[src/rtl/program_loader_rom_if.sv]
// Loader/fetch bus for program_loader_rom: loader handshake, fetch request and fetched word.
interface program_loader_rom_if #(
  parameter int DATA_W = 8,
  parameter int ADDR_W = 4
) ();
  logic              load_start;
  logic              ld_valid;
  logic [DATA_W-1:0] ld_data;
  logic              ld_last;
  logic              ld_ready;
  logic              ld_done;
  logic              fetch_en;
  logic [ADDR_W-1:0] addr;
  logic [DATA_W-1:0] prog;
  logic              prog_valid;
  logic              busy;

  modport master (
    output load_start, ld_valid, ld_data, ld_last, fetch_en, addr,
    input  ld_ready, ld_done, prog, prog_valid, busy
  );

  modport slave (
    input  load_start, ld_valid, ld_data, ld_last, fetch_en, addr,
    output ld_ready, ld_done, prog, prog_valid, busy
  );
endinterface

[src/rtl/program_loader_rom.sv]
// Loadable program store: streamed in while in LOAD, read with one-cycle latency while in RUN.
module program_loader_rom #(
  parameter int DATA_W = 8,
  parameter int ADDR_W = 4,
  parameter int DEPTH  = 16
) (
  input  logic                clk,
  input  logic                rst_n,
  program_loader_rom_if.slave bus
);

  localparam logic [1:0] IDLE = 2'd0;
  localparam logic [1:0] LOAD = 2'd1;
  localparam logic [1:0] RUN  = 2'd2;

  localparam logic [ADDR_W:0]   DEPTH_W   = (ADDR_W + 1)'(DEPTH);
  localparam logic [ADDR_W-1:0] LAST_ADDR = ADDR_W'(DEPTH - 1);

  logic [1:0]        r_state;
  logic [1:0]        w_state_next;
  logic [ADDR_W-1:0] r_wptr;
  logic [DATA_W-1:0] r_mem [DEPTH];
  logic [DATA_W-1:0] r_prog;
  logic [DATA_W-1:0] w_rd_data;
  logic              r_prog_valid;
  logic              r_ld_done;
  logic              w_beat;
  logic              w_end;
  logic              w_fetch;
  logic              w_start;

  assign w_beat  = (r_state == LOAD) && bus.ld_valid;
  assign w_end   = w_beat && (bus.ld_last || (r_wptr == LAST_ADDR));
  assign w_fetch = (r_state == RUN) && bus.fetch_en;
  // Restart requests are only honoured outside LOAD so a load cannot rewind itself.
  assign w_start = (r_state != LOAD) && bus.load_start;

  always_comb begin
    w_state_next = r_state;
    case (r_state)
      IDLE:    if (bus.load_start) w_state_next = LOAD;
      LOAD:    if (w_end) w_state_next = RUN;
      RUN:     if (bus.load_start) w_state_next = LOAD;
      default: w_state_next = IDLE;
    endcase
  end

  // Out-of-range fetches read as zero rather than aliasing into the array.
  always_comb begin
    w_rd_data = '0;
    if ({1'b0, bus.addr} < DEPTH_W) w_rd_data = r_mem[bus.addr];
  end

  always_ff @(posedge clk or negedge rst_n) begin
    if (!rst_n) begin
      for (int i = 0; i < DEPTH; i++) r_mem[i] <= '0;
    end else if (w_beat) begin
      r_mem[r_wptr] <= bus.ld_data;
    end
  end

  always_ff @(posedge clk or negedge rst_n) begin
    if (!rst_n) begin
      r_state      <= IDLE;
      r_wptr       <= '0;
      r_prog       <= '0;
      r_prog_valid <= 1'b0;
      r_ld_done    <= 1'b0;
    end else begin
      r_state      <= w_state_next;
      r_prog_valid <= w_fetch;
      r_ld_done    <= w_end;
      if (w_fetch) r_prog <= w_rd_data;
      if (w_start) begin
        r_wptr <= '0;
      end else if (w_beat) begin
        r_wptr <= r_wptr + 1'b1;
      end
    end
  end

  assign bus.ld_ready   = (r_state == LOAD);
  assign bus.busy       = (r_state == LOAD);
  assign bus.ld_done    = r_ld_done;
  assign bus.prog       = r_prog;
  assign bus.prog_valid = r_prog_valid;

endmodule

[src/flat_wrapper.sv]
// flat-port wrapper written by rule: the top's interface ports become plain ports
module program_loader_rom_flat 
#(
  parameter int DATA_W = 8,
  parameter int ADDR_W = 4,
  parameter int DEPTH  = 16
)
  (clk, rst_n, bus_load_start, bus_ld_valid, bus_ld_data, bus_ld_last, bus_fetch_en, bus_addr, bus_ld_ready, bus_ld_done, bus_prog, bus_prog_valid, bus_busy);
  program_loader_rom_if #(.DATA_W(DATA_W), .ADDR_W(ADDR_W)) bus_i ();
  input  logic clk;
  input  logic rst_n;
  input wire logic [$bits(bus_i.load_start)-1:0] bus_load_start;
  input wire logic [$bits(bus_i.ld_valid)-1:0] bus_ld_valid;
  input wire logic [$bits(bus_i.ld_data)-1:0] bus_ld_data;
  input wire logic [$bits(bus_i.ld_last)-1:0] bus_ld_last;
  input wire logic [$bits(bus_i.fetch_en)-1:0] bus_fetch_en;
  input wire logic [$bits(bus_i.addr)-1:0] bus_addr;
  output wire logic [$bits(bus_i.ld_ready)-1:0] bus_ld_ready;
  output wire logic [$bits(bus_i.ld_done)-1:0] bus_ld_done;
  output wire logic [$bits(bus_i.prog)-1:0] bus_prog;
  output wire logic [$bits(bus_i.prog_valid)-1:0] bus_prog_valid;
  output wire logic [$bits(bus_i.busy)-1:0] bus_busy;
  assign bus_i.load_start = bus_load_start;
  assign bus_i.ld_valid = bus_ld_valid;
  assign bus_i.ld_data = bus_ld_data;
  assign bus_i.ld_last = bus_ld_last;
  assign bus_i.fetch_en = bus_fetch_en;
  assign bus_i.addr = bus_addr;
  assign bus_ld_ready = bus_i.ld_ready;
  assign bus_ld_done = bus_i.ld_done;
  assign bus_prog = bus_i.prog;
  assign bus_prog_valid = bus_i.prog_valid;
  assign bus_busy = bus_i.busy;
  program_loader_rom #(.DATA_W(DATA_W), .ADDR_W(ADDR_W), .DEPTH(DEPTH)) u_core (.clk(clk), .rst_n(rst_n), .bus(bus_i));
endmodule
[config.mk]
export PLATFORM = sky130hd
export DESIGN_NAME = program_loader_rom_flat
export DESIGN_NICKNAME = d
export VERILOG_FILES = /design/src/rtl/program_loader_rom_if.sv /design/src/rtl/program_loader_rom.sv /design/src/flat_wrapper.sv
export SDC_FILE = /design/constraint.sdc
export NUM_CORES = 1
export LEC_CHECK = 0
export ABC_AREA = 1
export ABC_CLOCK_PERIOD_IN_PS = 1700
export CAP_MARGIN = 10
export CORE_AREA = 3 3 133 135
export CTS_CLUSTER_SIZE = 24
export DETAILED_ROUTE_END_ITERATION = 6
export DIE_AREA = 0 0 136 138
export PLACE_DENSITY = 0.52
export SYNTH_ARGS = -nofsm -noshare
export SYNTH_HDL_FRONTEND = slang
export SYNTH_SLANG_ARGS = --single-unit
[constraint.sdc]
create_clock -name clk -period 1.7 [get_ports clk]
set_input_delay 0.17 -clock clk [delete_from_list [all_inputs] [get_ports clk]]
set_output_delay 0.17 -clock clk [all_outputs]
set_load 0.05 [all_outputs]
# Word level (Yosys, flattened, before mapping)

Index checks and enable logic that the tools add are counted.

Bits in registers: 144
Input bits: 18
Output and inout bits: 12
Logic and storage cells: 54

Add/subtract/negate cells: 1
Magnitude comparators: 3
Equal/unequal tests: 6
Multiplexer cells: 11
Bitwise operators: 2
Reductions and logical operators: 10

Operators by type and width:

| kind                                                                    | count |
|---|---|
| 128-bit bitwise mux                                                     | 1 |
| 8-bit binary-select mux with 4-bit select                               | 1 |
| 8-bit demux with 4-bit select                                           | 1 |
| 8-bit 2-to-1 mux                                                        | 3 |
| 5-bit greater-or-equal comparator, second input constant                | 2 |
| 4-bit inverter with 5-bit output                                        | 2 |
| 4-bit 2-to-1 mux                                                        | 2 |
| 2-bit by 1-bit inequality test with 1-bit output, second input constant | 3 |
| 1-bit logical AND                                                       | 5 |
| 5-bit by 1-bit < comparator with 1-bit output, second input constant    | 1 |
| 4-bit by 1-bit adder with 4-bit output, second input constant           | 1 |
| 4-bit equality test, second input constant                              | 1 |
| 2-bit 2-to-1 mux                                                        | 2 |
| 2-bit one-hot mux with 2 select lines                                   | 1 |
| 2-bit by 1-bit equality test with 1-bit output, second input constant   | 1 |
| 2-bit equality test, second input constant                              | 1 |
| 2-bit zero test                                                         | 1 |
| 2-bit AND reduction                                                     | 1 |
| 2-bit nonzero test                                                      | 1 |
| 2-bit OR reduction                                                      | 1 |
| 1-bit logical OR                                                        | 1 |

# Logic depth before layout (Yosys ltp)

Depth in word-level cells: 6
Mapped depth: 10
Depth with buffers taken out: 9

# Least setup slack after synthesis

No wires, ideal clock.

Path type: reg-to-reg
Start: register u_core.r_wptr[0]
End: register u_core.r_mem[13] in the netlist's numbering
Data arrival time: 1331 ps
Setup slack: 291 ps
Stages on the path, launching flop included: 8
Period minus slack after synthesis: 1409 ps
Path through: dfrtp_1 -> inv_1 -> ha_1 -> nand2_1 -> nor2_4 -> buf_2 -> nor2_1 -> a21oi_1

Word-level cells in the longest chain between the ends: 6

RTL lines:

| what                                                                                                                            | line                     | RTL |
|---|---|---|
| start: declaration                                                                                                              | program_loader_rom.sv:21 | `logic [ADDR_W-1:0] r_wptr;` |
| start signal: assignment                                                                                                        | program_loader_rom.sv:77 | `r_wptr <= r_wptr + 1'b1;` |
| 4-bit inverter with 5-bit output (not written as such) *                                                                        | program_loader_rom.sv:58 | `r_mem[r_wptr] <= bus.ld_data;` |
| 5-bit greater-or-equal comparator (not written as such) / 5-bit by 1-bit < comparator with 1-bit output (equally long branches) | program_loader_rom.sv:58 |  |
| 1-bit logical AND (not written as such)                                                                                         | program_loader_rom.sv:58 |  |
| 8-bit 2-to-1 mux (not written as such)                                                                                          | program_loader_rom.sv:58 |  |
| 8-bit demux with 4-bit select *                                                                                                 | program_loader_rom.sv:58 |  |
| 128-bit bitwise mux *                                                                                                           | program_loader_rom.sv:58 |  |
| end signal: indexed assignment                                                                                                  | program_loader_rom.sv:58 |  |
| end: declaration                                                                                                                | program_loader_rom.sv:22 | `logic [DATA_W-1:0] r_mem [DEPTH];` |

Mark *: on every way between the ends. The rest lies on a longest branch, timed or not.
A chain may end at the register's enable or synchronous reset.

# Worst setup path after layout

Start: register u_core.r_wptr[2]
End: register u_core.r_mem[63] in the netlist's numbering

The elaborated chain is that of the path after synthesis.

==> metrics <==
Tot Pwr 0.0114 W; Max Root-Sink Buffers 2; Worst IR Drop VDD 769 µV; fin area 0.00811 mm²; Setup-failing EPs final 0; Async S/R FF share, synth 100%; vias per cell 5.09; Final Hold Fails 0; setup slack at placement -61.1 ps; Clock Latency Late Sink 420 ps; pin count of the biggest net entering global routing 52; first-pass GRT wire length 29,500 µm; via count 5,505; initial core utilization 39.9%; die area 0.0188 mm²; wire length per cell 16.8 µm; antenna fix cells 0; number of synthesized flops with an enable pin 0; # clock sinks 144; Final Wtd Congestion 0.832; post-synthesis register bit count 144; Pwr Density 1410 mW/mm²; chip width 136 µm; grt peak-use layer met2; final worst slack 162 ps; HPWL after detailed placement 11,900 µm; # IOs 30; cell taking the most area after synthesis dfrtp_1; commonest register cell after synthesis dfrtp_1; worst path arrival time 1880 ps; Clock transition at path regs 60 ps; Post-DRT Antenna Nets 0; Final period util 90.5%; H-tree levels 4; Worst Tran Pin Value 652 ps; CTS tree done; core footprint 0.0166 mm²; Slew HR 56.5%; Initial DRT Pass Iterations 5; IO buf count 29; GRT met1 Usage 29.6%; initial antenna violation count 0; Post-synth top cells nand2_1 (232), dfrtp_1 (144), nand3_1 (103), a21oi_1 (98), nor2_1 (98); Initial DRC Count 447; Rows 47; Post-DP Area 0.00740 mm²; most common cell in the synthesized netlist nand2_1; reg2reg setup slack 160 ps; FILL cells 1,604; Worst Path Required 2050 ps; maximum clock frequency 0.650 GHz; hold_ws 274 ps; CP Launch Type flop; capturing element type of the critical path flop; Leakage 3.87 nW; syn nets 830; Syn Inst Count 808; Crit Path Max Fanout 16; clk_skew 8.60 ps; Max Slew Vio Count 0; Area Growth Syn to Fin 22.6%; met3 GRT Util 3.74%; Max-Cap Viols 0; CP Class reg -> reg; Final Core Density 48.9%; grt ovf 0; Mapped Area 0.00661 mm²; Hold WC Path Type in -> async; final net count 871; unique cell type count in the Yosys netlist 23; routing usage on met2 30.8%; total CTS buffers 17; vias in the first global route 5,218; GRT Util Overall 20.3%; layout cell share with drive strength beyond 1 11.6%; status finished, final reports clean; Vert. Die Dim 138 µm; Root Buffer clkbuf_16; Mean Syn Cell Area 8.18 µm²; Ys Warns 0; dominant cells by area after synthesis dfrtp_1 (54%), nand2_1 (13%), nand3_1 (7.8%); Remaining DRCs 0; routed wire length 18,100 µm; sequential-to-total area share from yosys stat 54.5%; Final Critical Period 1540 ps; Synth top area share 54.5%
[stage by stage]
step / cells / TNS [ps]
finish: 1081 / 0
global route: 1081 / -3.99
CTS: 1077 / 0
detailed placement: 1045 / -564
global placement: 1045 / -170
floorplan: 808 / 0
[worst max-delay path, stage by stage (launching register included)]
cell and delay [ps]:
dfrtp_1 430, inv_1 170, nand2_1 270, nor2_4 390, nor2_1 70, a21oi_1 120
[cells in the final DEF, fill, tap and decap left out, types with 12 or more instances in the layout]
master	netlist	layout
nand2_1	232	229
dfrtp_1	144	144
nand3_1	103	103
a21oi_1	98	98
nor2_1	98	98
o21ai_0	36	36
buf_4	9	29
inv_1	22	22
buf_12	0	18
clkbuf_16	0	17
clkdlybuf4s50_1	0	15
nor2_4	12	12
[logic make-up (layout without fill, tap and decap cells)]
group	after synthesis	after routing	share of synthesized area, %
fa+ha+maj	4	4	0.757
flops	144	144	54.5
simple gates	450	450	29.3
compound gates	136	136	10.4
buf+inv	74	127	5.13
[flip-flops by register name, summed over array words and instances (netlist names)]
register	cells
u_core.r_state	2
u_core.bus.prog	8
u_core.r_wptr	4
u_core.bus.prog_valid	1
u_core.r_mem	128
u_core.bus.ld_done	1
[cell type report]
| type | instances | area [µm²] | area share, % |
|---|---|---|---|
| sequential | 144 | 3600 | 44.4 |
| timing repair buffer | 72 | 818 | 10.1 |
| inverter | 24 | 90.1 | 1.11 |
| clock buffer | 20 | 457 | 5.63 |
| clock inverter | 11 | 186 | 2.30 |
| tap | 220 | 275 | 3.40 |
| multi-input combinational | 590 | 2680 | 33.0 |
[report_power, final]
group / total (W) / switching, W / internal [W]
logic: 0.00262 / 0.00162 / 0.000997
registers: 0.00472 / 0.000466 / 0.00425
clock network: 0.00406 / 0.00140 / 0.00266
[per-layer routing]
metal / up-vias / wire [µm]
li1: 2712 / -
met1: 2633 / 8490
met2: 137 / 8490
met3: 23 / 841
met4: 0 / 297
met5: - / 0
[path summary, 6_finish.rpt]
kind,startpoint,endpoint,cells past startpoint
hold / removal,rst_n,u_core.r_mem[122],2
max in group asynchronous,rst_n,u_core.r_mem[56],3
hold reg to reg,u_core.bus.prog[2],u_core.bus.prog[2],2
min in group clk,bus_load_start,u_core.r_state[1],2
setup / recovery,u_core.r_wptr[2],u_core.r_mem[63],5
setup reg to reg,u_core.r_wptr[2],u_core.r_mem[63],5
[timing repair]
action / 4_1_cts / 5_1_grt
endpoints found under the hold margin: 44 / 0
pin swaps: 0 / 3
gates resized for setup: 6 / 4
hold buffers: 1 / 0
endpoints found under the setup margin: 6 / 26
buffers inserted: 0 / 4
(Power assumes the default switching activity.)
